--- src/rtl/rem_pkg.sv ---
// rem_pkg: definitions shared by the reminder timer and the alert controller.
//   state_t   - alert controller FSM states
//   DUR_W     - width of the reminder duration bus (shared with the timer)
//   MISSED_W  - width of the missed-alert counter
//   sat_inc_missed - saturating increment for the missed-alert counter
package rem_pkg;

    typedef enum logic [1:0] {
        IDLE       = 2'd0,
        ALERT      = 2'd1,
        SNOOZE_REQ = 2'd2,
        SNOOZED    = 2'd3
    } state_t;

    localparam int DUR_W    = 32;
    localparam int MISSED_W = 8;

    // Increment that sticks at all-ones instead of wrapping.
    function automatic logic [MISSED_W-1:0] sat_inc_missed(input logic [MISSED_W-1:0] v);
        logic [MISSED_W-1:0] r;
        if (v == {MISSED_W{1'b1}}) begin
            r = v;
        end else begin
            r = v + {{(MISSED_W-1){1'b0}}, 1'b1};
        end
        return r;
    endfunction

endpackage

--- src/rtl/rem_alert_ctrl_blink_gen.sv ---
// blink_gen: square-wave generator for the user alarm LED.
//   clk, rst  - clock, synchronous active-high reset
//   enable    - blink while high; output forced low while low
//   load      - restart the wave: output 1, phase counter cleared
//   alarm     - registered blink output, BLINK_HALF cycles high then low
module blink_gen #(
    parameter int BLINK_HALF = 4
) (
    input  logic clk,
    input  logic rst,
    input  logic enable,
    input  logic load,
    output logic alarm
);

    localparam int CW = (BLINK_HALF > 1) ? $clog2(BLINK_HALF) : 1;
    localparam logic [CW-1:0] CNT_LAST = CW'(BLINK_HALF - 1);
    localparam logic [CW-1:0] CNT_ONE  = CW'(1);

    logic [CW-1:0] cnt_r;

    // Phase counter and output toggle; load has priority over enable.
    always_ff @(posedge clk) begin
        if (rst) begin
            cnt_r <= '0;
            alarm <= 1'b0;
        end else if (load) begin
            cnt_r <= '0;
            alarm <= 1'b1;
        end else if (enable) begin
            if (cnt_r == CNT_LAST) begin
                cnt_r <= '0;
                alarm <= ~alarm;
            end else begin
                cnt_r <= cnt_r + CNT_ONE;
            end
        end else begin
            cnt_r <= '0;
            alarm <= 1'b0;
        end
    end

endmodule

--- src/rtl/rem_alert_ctrl.sv ---
// rem_alert_ctrl: turns the reminder timer's notif level into a blinking
// alarm the user can acknowledge or snooze; unanswered alerts are counted.
//   clk, rst    - clock, synchronous active-high reset
//   notif       - reminder-expired level (only its rising edge matters)
//   ack         - user acknowledge
//   snooze      - user snooze request
//   alarm       - blinking alert indicator
//   set_out     - one-cycle re-arm pulse to the reminder timer
//   dur_out     - re-arm duration, holds last value between pulses
//   busy        - high whenever the controller is not idle
//   missed_cnt  - saturating count of timed-out alerts
module rem_alert_ctrl
    import rem_pkg::*;
#(
    parameter logic [DUR_W-1:0] SNOOZE_DUR = 32'd30,
    parameter int               MAX_SNOOZE = 3,
    parameter int               TIMEOUT    = 100,
    parameter int               BLINK_HALF = 4
) (
    input  logic                clk,
    input  logic                rst,
    input  logic                notif,
    input  logic                ack,
    input  logic                snooze,
    output logic                alarm,
    output logic                set_out,
    output logic [DUR_W-1:0]    dur_out,
    output logic                busy,
    output logic [MISSED_W-1:0] missed_cnt
);

    localparam int TW = (TIMEOUT > 1) ? $clog2(TIMEOUT) : 1;
    localparam int SW = (MAX_SNOOZE > 0) ? $clog2(MAX_SNOOZE + 1) : 1;
    localparam logic [TW-1:0] T_LAST  = TW'(TIMEOUT - 1);
    localparam logic [TW-1:0] T_ONE   = TW'(1);
    localparam logic [SW-1:0] S_MAX   = SW'(MAX_SNOOZE);
    localparam logic [SW-1:0] S_ONE   = SW'(1);

    state_t        state_r;
    state_t        next_state_s;
    logic          notif_q_r;
    logic          notif_edge_s;
    logic [TW-1:0] tcnt_r;
    logic [SW-1:0] snz_cnt_r;

    logic tcnt_clr_s;
    logic tcnt_inc_s;
    logic snz_clr_s;
    logic snz_inc_s;
    logic miss_s;
    logic blink_load_s;
    logic blink_en_s;

    assign notif_edge_s = notif & ~notif_q_r;

    // Next-state decision; in ALERT the order is ack, snooze, timeout, new notif.
    always_comb begin
        next_state_s = state_r;
        tcnt_clr_s   = 1'b0;
        tcnt_inc_s   = 1'b0;
        snz_clr_s    = 1'b0;
        snz_inc_s    = 1'b0;
        miss_s       = 1'b0;
        blink_load_s = 1'b0;
        case (state_r)
            IDLE: begin
                if (notif_edge_s) begin
                    next_state_s = ALERT;
                    tcnt_clr_s   = 1'b1;
                    blink_load_s = 1'b1;
                end else begin
                    next_state_s = IDLE;
                end
            end
            ALERT: begin
                if (ack) begin
                    next_state_s = IDLE;
                    snz_clr_s    = 1'b1;
                end else if (snooze && (snz_cnt_r < S_MAX)) begin
                    next_state_s = SNOOZE_REQ;
                end else if (tcnt_r == T_LAST) begin
                    // An exhausted-snooze request counts as no input here.
                    next_state_s = IDLE;
                    miss_s       = 1'b1;
                    snz_clr_s    = 1'b1;
                end else if (notif_edge_s) begin
                    // A fresh reminder restarts the timeout but not the blink phase.
                    tcnt_clr_s   = 1'b1;
                end else begin
                    tcnt_inc_s   = 1'b1;
                end
            end
            SNOOZE_REQ: begin
                next_state_s = SNOOZED;
                snz_inc_s    = 1'b1;
            end
            SNOOZED: begin
                if (ack) begin
                    next_state_s = IDLE;
                    snz_clr_s    = 1'b1;
                end else if (notif_edge_s) begin
                    next_state_s = ALERT;
                    tcnt_clr_s   = 1'b1;
                    blink_load_s = 1'b1;
                end else begin
                    next_state_s = SNOOZED;
                end
            end
            default: begin
                next_state_s = IDLE;
            end
        endcase
        blink_en_s = (next_state_s == ALERT);
    end

    // State, counters, edge-detect history and registered outputs.
    always_ff @(posedge clk) begin
        if (rst) begin
            state_r    <= IDLE;
            notif_q_r  <= 1'b0;
            tcnt_r     <= '0;
            snz_cnt_r  <= '0;
            set_out    <= 1'b0;
            dur_out    <= '0;
            busy       <= 1'b0;
            missed_cnt <= '0;
        end else begin
            state_r   <= next_state_s;
            notif_q_r <= notif;
            if (tcnt_clr_s) begin
                tcnt_r <= '0;
            end else if (tcnt_inc_s) begin
                tcnt_r <= tcnt_r + T_ONE;
            end else begin
                tcnt_r <= tcnt_r;
            end
            if (snz_clr_s) begin
                snz_cnt_r <= '0;
            end else if (snz_inc_s && (snz_cnt_r < S_MAX)) begin
                snz_cnt_r <= snz_cnt_r + S_ONE;
            end else begin
                snz_cnt_r <= snz_cnt_r;
            end
            if (miss_s) begin
                missed_cnt <= sat_inc_missed(missed_cnt);
            end else begin
                missed_cnt <= missed_cnt;
            end
            set_out <= (next_state_s == SNOOZE_REQ);
            if (next_state_s == SNOOZE_REQ) begin
                dur_out <= SNOOZE_DUR;
            end else begin
                dur_out <= dur_out;
            end
            busy <= (next_state_s != IDLE);
        end
    end

    blink_gen #(
        .BLINK_HALF (BLINK_HALF)
    ) u_blink (
        .clk    (clk),
        .rst    (rst),
        .enable (blink_en_s),
        .load   (blink_load_s),
        .alarm  (alarm)
    );

endmodule

--- config.mk ---
export PLATFORM = sky130hd
export DESIGN_NAME = rem_alert_ctrl
export DESIGN_NICKNAME = d
export VERILOG_FILES = /design/src/rtl/rem_pkg.sv /design/src/rtl/rem_alert_ctrl_blink_gen.sv /design/src/rtl/rem_alert_ctrl.sv
export SDC_FILE = /design/constraint.sdc
export NUM_CORES = 1
export LEC_CHECK = 0
export BUFFER_PORTS_ARGS = -buffer_cell sky130_fd_sc_hd__buf_2
export CORE_ASPECT_RATIO = 0.7
export CORE_UTILIZATION = 54
export CTS_BUF_LIST = sky130_fd_sc_hd__clkbuf_4 sky130_fd_sc_hd__clkbuf_8 sky130_fd_sc_hd__clkbuf_16
export DETAILED_ROUTE_END_ITERATION = 16
export HOLD_SLACK_MARGIN = 0.03
export PLACE_DENSITY = 0.84
export SYNTH_ARGS = -nofsm -noshare
export SYNTH_HDL_FRONTEND = slang
export SYNTH_SLANG_ARGS = --single-unit
--- constraint.sdc ---
create_clock -name clk -period 3.1 [get_ports clk]
set_input_delay 0.775 -clock clk [delete_from_list [all_inputs] [get_ports clk]]
set_output_delay 0.775 -clock clk [all_outputs]
set_load 0.02 [all_outputs]
==> results of run 1 <==
metal layers:
metal	vias up	GRT usage [%]	routed length, um
met4	0	10.9	39
met5	-	0	0
met3	4	5.94	184
met1	529	22.0	1150
li1	546	-	-
met2	54	32.7	1250
kinds of logic after synthesis:
family | count (synthesis)
AO/OA/AOI/OAI | 15
XOR/XNOR | 14
adder cells (fa/ha/maj) | 9
buffers and inverters | 38
flip-flops | 26
multiplexers | 2
other | 1
AND/OR/NAND/NOR | 65
flip-flops by register name (all words and copies together) (netlist names):
| name | cells |
|---|---|
| busy | 1 |
| dur_out | 1 |
| missed_cnt | 8 |
| notif_q_r | 1 |
| set_out | 1 |
| snz_cnt_r | 2 |
| state_r | 2 |
| tcnt_r | 7 |
| u_blink.alarm | 1 |
| u_blink.cnt_r | 2 |
final cells by class:
class | instances | area [um^2] | share of cell area (%)
clock buffer | 3 | 41.3 | 2.63
clock inverter | 1 | 30.0 | 1.91
inverter | 4 | 15.0 | 0.956
multi-input combinational | 133 | 826 | 52.6
sequential | 26 | 520 | 33.1
tap | 34 | 42.5 | 2.71
timing repair buffer | 19 | 95.1 | 6.06
per-stage QoR:
step | area, um^2 | power, mW | instances | hold slack (ns) | setup WS, ns
floorplan | 1610 | 0.445 | 197 | 0.408 | 1.04
global placement | 1500 | 0.428 | 216 | 0.417 | 0.751
detailed placement | 1500 | 0.431 | 216 | 0.437 | 0.637
CTS | 1570 | 0.707 | 220 | 0.453 | 0.800
global route | 1570 | 0.733 | 220 | 0.459 | 0.557
finish | 1570 | 0.703 | 220 | 0.443 | 0.759
cell usage after synthesis:
master	number	area (um^2)
xor2_1	6	52.6
clkbuf_1	3	11.3
xnor2_1	8	70.1
dfxtp_1	26	521
a211oi_4	1	20.0
nor3_1	7	35.0
o21a_1	1	7.51
o21bai_1	1	7.51
and3_2	2	15.0
a41oi_1	1	8.76
o2bb2ai_1	1	8.76
and3_1	1	6.26
and2_0	1	6.26
mux2i_1	2	20.0
nor4b_1	1	8.76
a2111o_1	1	11.3
or2_1	1	6.26
nor4_1	3	18.8
nand4_1	3	18.8
buf_4	31	233
nand2b_1	3	18.8
nor3b_1	1	7.51
nand2_1	6	22.5
conb_1	1	3.75
a221o_1	1	10.0
nor4b_4	1	23.8
ha_1	9	113
o21ai_0	3	15.0
o31ai_1	1	7.51
nor2_1	21	78.8
and2_4	1	8.76
a21oi_1	3	15.0
a211oi_1	1	7.51
nor2b_1	5	31.3
nand3_1	8	40.0
inv_1	4	15.0
worst max-delay path by stage:
stage / start / to / slack, ns / depth (start not counted)
after global placement: snooze / tcnt_r[2] / 0.75 / 6
after detailed placement: ack / tcnt_r[4] / 0.64 / 6
final: tcnt_r[0] / tcnt_r[5] / 0.76 / 6
after global routing: tcnt_r[0] / tcnt_r[2] / 0.56 / 6
after floorplan: snooze / tcnt_r[0] / 1.04 / 5
after CTS: tcnt_r[0] / tcnt_r[4] / 0.80 / 6
power groups by stage:
stage	Combinational (mW)	Clock, mW	Sequential [mW]
2_1_floorplan	0.0903	0	0.355
3_3_place_gp	0.0766	0	0.352
3_5_place_dp	0.0789	0	0.352
4_1_cts	0.0790	0.283	0.344
5_1_grt	0.0879	0.299	0.345
6_report	0.0800	0.279	0.344
==> summary.txt, run 1 <==
Worst setup path
  • Buffers and inverters on the worst path: 0
  • Sort of element at the end of the critical path: flip-flop
  • Required @ worst endpoint: 3.22 ns
  • Top fanout value on the critical path: 9
  • Slowest cell on the critical path: o31ai_1
  • Register-to-register setup slack: 0.76 ns
  • Worst Setup Start Kind: flip-flop
  • Critical-path cell list: ha_1 > and2_0 > a211oi_4 > nor3_1 > o31ai_1 > nor2_1
  • FF-to-FF End: tcnt_r[5]
  • Largest incremental delay on the critical path: around 0.68 ns
  • Top delay family on crit path: compound AO/OA/AOI/OAI gates
  • R2r startpoint: tcnt_r[0]
  • Critical path data arrival time: about 2.5 ns
  • CP Class: flip-flop to flip-flop
  • Worst R2R Path Depth: 6

Outcome
  • Outcome: finished, final reports clean

Final layout
  • Commonest cells after routing, fill and taps aside: conb_1 (28), dfxtp_1 (26), nor2_1 (21)
  • Fraction of layout instances using a drive strength above 1: between 15 and 20%
  • Number of filler instances in the final layout: 210
  • Number of nets in the final layout: approximately 200
  • Util after Layout: between 60% and 70%
  • N_diodes: 0
  • Syn-to-layout area delta: 4.41%
  • Leading cell type in the layout, fill and taps excluded: conb_1

Global routing
  • Vias in the first global route: roughly 1000
  • Pin count of the biggest net entering global routing: 16
  • GRT Residual Overflow: 0
  • Initial antenna violation count: 0
  • Tot GR Track Use: between 10% and 20%
  • Global-route wire length before repair: about 4.3 mm

Routing
  • Sum of routed wire length over all layers: around 2.6 mm
  • Post-DR vias/cell: about 5
  • Iteration-0 DRC count of the detailed router: between 40 and 50
  • First-pass iteration count of the detailed router: 4
  • Routed wire per std cell: 11.9 um
  • Final routed DRC violation total: 0
  • Vias after detailed routing: 1133
  • ANT nets after route: 0

Hold path
  • Worst Hold Path EP: u_blink.cnt_r[0]
  • Tightest Hold Check Type: flip-flop to flip-flop
  • Startpoint of the most critical hold path: u_blink.cnt_r[0]
  • Count of cells along the worst hold path: 1

STA
  • Max transition margin: between 40 and 50%
  • Setup_tns: 0 ns
  • Final cycle utilization of the critical path: approximately three quarters
  • Number of failing setup endpoints in the final timing report: 0
  • Final Critical Period: ~2.3 ns
  • Final Max Slew Viols: 0
  • Timing-limited maximum frequency: approximately 430 MHz
  • Post-Route Skew: slightly below 0.01 ns
  • Slew at the pin closest to its max-slew limit: roughly 0.82 ns
  • Number of endpoints with negative hold slack in the final report: 0
  • Unrepaired setup endpoints after global routing: false

Place
  • Total half-perimeter wirelength after legalization and detailed placement: ~2 mm
  • Routability cong.: 0.912
  • Port Buffers: 19

Floorplanning
  • Boundary pin count: 48
  • Starting density of the core: 58.9%
  • Standard cell core area: roughly 0.0026 mm^2
  • Core Rows: 15
  • Die Span Y: 46.2 um
  • Die outline area: about 0.003 mm^2
  • Die width: ~65 um

Pwr
  • Share of total power consumed by net switching: between 20% and 30%
  • Clock network power share: between 30% and 40%
  • Internal Pwr Total: 0.533 mW
  • Power per Cell Area: around 450 mW/mm^2
  • Combinational group share of total power: 11.4%
  • Sw Pwr: 0.171 mW
  • Reg power frac: between 40% and 50%
  • Largest vdd supply drop: a little under 0.3 mV
  • Leakage power: roughly 0.7 nW

Synth
  • Share of the synthesized area in compound gates (AO/OA/AOI/OAI): just under 8%
  • Yosys reg bits: 26
  • Multiplexer area fraction after synthesis: around 1.3%
  • Number of unique standard cell types used by synthesis: 36
  • Average size of a mapped cell: a little under 9 um^2
  • Warnings from Yosys: 0
  • Summed instance area of the synthesized netlist: around 0.0015 mm^2
  • Gate count of the mapped netlist: 170
  • Largest family of logic cells by synthesized area: simple AND/OR/NAND/NOR gates
  • Basic-gate share of the synthesized area counting and, or, nand and nor cells: 23.0%
  • Sequential area share after synthesis: 34.6%
  • Arithmetic-cell share of the synthesized area counting full adders, half adders and majority gates: ~7.5%
  • Xor/xnor share of the synthesized area: a little over 8%

Clock network
  • Clock tree from TritonCTS: built
  • Number of buffers inserted during clock tree synthesis: 3
  • Clk sink count: 26
  • Latest clock arrival within the worst-skew pair: between 0.2 and 0.3 ns
  • Clock tree root buffer cell: clkbuf_8
  • Post-CTS clock slew at the launch and capture registers of the worst setup and hold paths: approximately 0.09 ns
  • Max H-tree Level: 1
  • Total of cells resized after clock tree synthesis: 0
  • Setup repair bufs after CTS: 0
  • Clock tree buffer depth: 2
  • Hold buffers post-CTS: 0

Job
  • Max-cap check violation count: 0
Note: power is estimated with default switching activity, not from simulation.
==> run 2: changes to the inputs <==
--- a/config.mk
+++ b/config.mk
@@ -7,11 +7,11 @@
 export LEC_CHECK = 0
 export BUFFER_PORTS_ARGS = -buffer_cell sky130_fd_sc_hd__buf_2
 export CORE_ASPECT_RATIO = 0.7
-export CORE_UTILIZATION = 54
+export CORE_UTILIZATION = 50
 export CTS_BUF_LIST = sky130_fd_sc_hd__clkbuf_4 sky130_fd_sc_hd__clkbuf_8 sky130_fd_sc_hd__clkbuf_16
 export DETAILED_ROUTE_END_ITERATION = 16
 export HOLD_SLACK_MARGIN = 0.03
-export PLACE_DENSITY = 0.84
+export PLACE_DENSITY = 0.79
 export SYNTH_ARGS = -nofsm -noshare
 export SYNTH_HDL_FRONTEND = slang
 export SYNTH_SLANG_ARGS = --single-unit
==> constraint.sdc (replaced) <==
create_clock -name clk -period 2.25 [get_ports clk]
set_input_delay 0.5625 -clock clk [delete_from_list [all_inputs] [get_ports clk]]
set_output_delay 0.5625 -clock clk [all_outputs]
set_load 0.02 [all_outputs]
==> summary.txt, run 2 (synthesis results as in run 1) <==
STA
  • Final cycle utilization of the critical path: 90.5% (+15 points)
  • Timing-limited maximum frequency: 491 MHz (+15%)
  • Final Critical Period: 2.04 ns (-0.305 ns)
  • Slew at the pin closest to its max-slew limit: 0.543 ns (-0.275 ns)
  • Post-Route Skew: 0.00176 ns (-0.00796 ns)
  • Max transition margin: 63.5% (+19 points)
  • Final Max Slew Viols: 0 (unchanged)
  • Worst hold slack: 0.434 ns (-0.00856 ns)
  • Setup_tns: 0 ns (unchanged)
  • Unrepaired setup endpoints after global routing: false
  • Number of endpoints with negative hold slack in the final report: 0 (unchanged)
  • Worst setup margin: 0.214 ns (-0.545 ns)
  • Number of failing setup endpoints in the final timing report: 0 (unchanged)

Worst setup path
  • Critical path data arrival time: 2.22 ns (-0.25 ns)
  • Largest incremental delay on the critical path: 0.44 ns (-0.24 ns)
  • Sort of element at the end of the critical path: flip-flop
  • Top fanout value on the critical path: 8 (-1)
  • Required @ worst endpoint: 2.44 ns (-0.78 ns)
  • Slowest cell on the critical path: a211oi_4
  • Critical-path cell list: ha_1 > and2_0 > a211oi_4 > a2111o_1 > nand3_1 > nor4b_1
  • CP Class: flip-flop to flip-flop
  • Worst Setup Start Kind: flip-flop

Job
  • Max-cap check violation count: 0 (unchanged)

Global routing
  • Tot GR Track Use: 17.8% (-1.4 points)
  • GRT met2 Usage: 24.6% (-8.2 points)
  • Met1 track demand over resource: 25.1% (+3.2 points)
  • GRT Max-Usage Layer: met1
  • Met3 usage in global routing: 5.95% (+0.012 points)
  • Pin count of the biggest net entering global routing: 15 (-1)
  • Initial antenna violation count: 0 (unchanged)
  • Vias in the first global route: 861 (-14%)
  • Global-route wire length before repair: 4.04 mm (-5.9%)
  • GRT Residual Overflow: 0 (unchanged)

Routing
  • Iteration-0 DRC count of the detailed router: 24 (-47%)
  • Post-DR vias/cell: 4.81 (-6.7%)
  • Routed wire per std cell: 10.9 um (-8.9%)
  • Sum of routed wire length over all layers: 2.47 mm (-6.0%)
  • First-pass iteration count of the detailed router: 4 (unchanged)
  • Vias after detailed routing: 1091 (-3.7%)
  • Final routed DRC violation total: 0 (unchanged)
  • ANT nets after route: 0 (unchanged)

Final layout
  • Largest registers: missed_cnt: 8 flops, tcnt_r: 7 flops
  • Syn-to-layout area delta: 5.99%
  • Number of nets in the final layout: 206 (+2.5%)
  • Max FFs per register: 8 (unchanged)
  • Leading cell type in the layout, fill and taps excluded: conb_1
  • N_diodes: 0 (unchanged)
  • Final non-filler cell area: 0.00159 mm^2 (+1.5%)
  • Fraction of layout instances using a drive strength above 1: 17.3% (+2.2 points)
  • Largest register by flop count: missed_cnt
  • Commonest cells after routing, fill and taps aside: conb_1 (28), dfxtp_1 (26), nor2_1 (21)

Hold path
  • Tightest Hold Check Type: flip-flop to flip-flop

Clock network
  • Post-CTS clock slew at the launch and capture registers of the worst setup and hold paths: 0.08 ns (about the same)
  • Clock tree from TritonCTS: built
  • Clk sink count: 26 (unchanged)
  • Max H-tree Level: 1 (unchanged)
  • Number of buffers inserted during clock tree synthesis: 3 (unchanged)
  • Clock tree buffer depth: 2 (unchanged)
  • Latest clock arrival within the worst-skew pair: 0.27 ns (about the same)
  • Clock tree root buffer cell: clkbuf_8

Floorplanning
  • Boundary pin count: 48 (unchanged)
  • Die Span Y: 47.9 um (+3.7%)
  • Standard cell core area: 0.00282 mm^2 (+11%)
  • Die width: 67.6 um (+3.8%)
  • Die outline area: 0.00323 mm^2 (+7.7%)
  • Starting density of the core: 53.3% (-5.6 points)
  • Core Rows: 16 (+1)

Place
  • Worst-case setup slack after placement: 0.242 ns (-0.395 ns)
  • Placed inst area: 0.00152 mm^2 (+1.2%)
  • Total half-perimeter wirelength after legalization and detailed placement: 1.85 mm (-8.5%)
  • Port Buffers: 19 (unchanged)
  • Routability cong.: 0.862 (-5.5%)

Pwr
  • Power per Cell Area: 559 mW/mm^2 (+25%)
  • Leakage power: 0.703 nW (+2.7%)
  • Largest vdd supply drop: 0.405 mV (+37%)

Outcome
  • Outcome: finished, final reports clean
## run 2: cell types whose count changed in the layout (fill, tap and decap cells not counted)
cell | before | now
buf_4 | 0 | 5
bufinv_16 | 1 | 0
clkbuf_8 | 3 | 4
## run 2: layout make-up
class	instances	area (um^2)
fill	275	1230
multi-input combinational	133	826
sequential	26	520
timing repair buffer	24	133
clock buffer	4	55.1
tap	36	45.0
inverter	4	15.0
## run 2: routing by layer
| layer | vias up | share of wire (%) |
|---|---|---|
| met1 | 499 | 51 |
| met5 | - | 0 |
| met2 | 31 | 42 |
| li1 | 557 | - |
| met4 | 0 | 1.8 |
| met3 | 4 | 4.9 |
## run 2: worst max-delay path, delay by kind of cell, from the launching register on
kind | cells | cell delay (ns)
AO/OA/AOI/OAI | 2 | 0.70
flip-flops | 1 | 0.34
adder cells (fa/ha/maj) | 1 | 0.23
AND/OR/NAND/NOR | 3 | 0.66
## run 2: final timing paths
check / to / cells after the start / startpoint / slack, ns
min reg2reg: u_blink.cnt_r[0] / 1 / u_blink.cnt_r[0] / 0.43
max reg2reg: u_blink.cnt_r[1] / 6 / tcnt_r[0] / 0.21
min: u_blink.cnt_r[0] / 1 / u_blink.cnt_r[0] / 0.43
max: u_blink.cnt_r[1] / 6 / tcnt_r[0] / 0.21
## run 2: stage by stage
| stage | utilization [%] | cells | total power, mW |
|---|---|---|---|
| after global placement | 53.7 | 220 | 0.596 |
| after global routing | 56.5 | 227 | 0.930 |
| final | 56.5 | 227 | 0.890 |
| after detailed placement | 53.7 | 220 | 0.598 |
| after floorplan | - | 197 | 0.613 |
| after CTS | 55.7 | 224 | 0.900 |
## run 2: repair_timing
item,in CTS,in global routing
hold buffers,0,0
setup buffers,0,3
endpoints found under the hold margin,0,0
gates resized for setup,0,0
setup endpoints to repair,0,1
## run 2: power by group
group / total (mW) / switching, mW / internal [mW]
combinational: 0.118 / 0.0856 / 0.0321
sequential: 0.474 / 0.00526 / 0.469
clock: 0.299 / 0.142 / 0.157
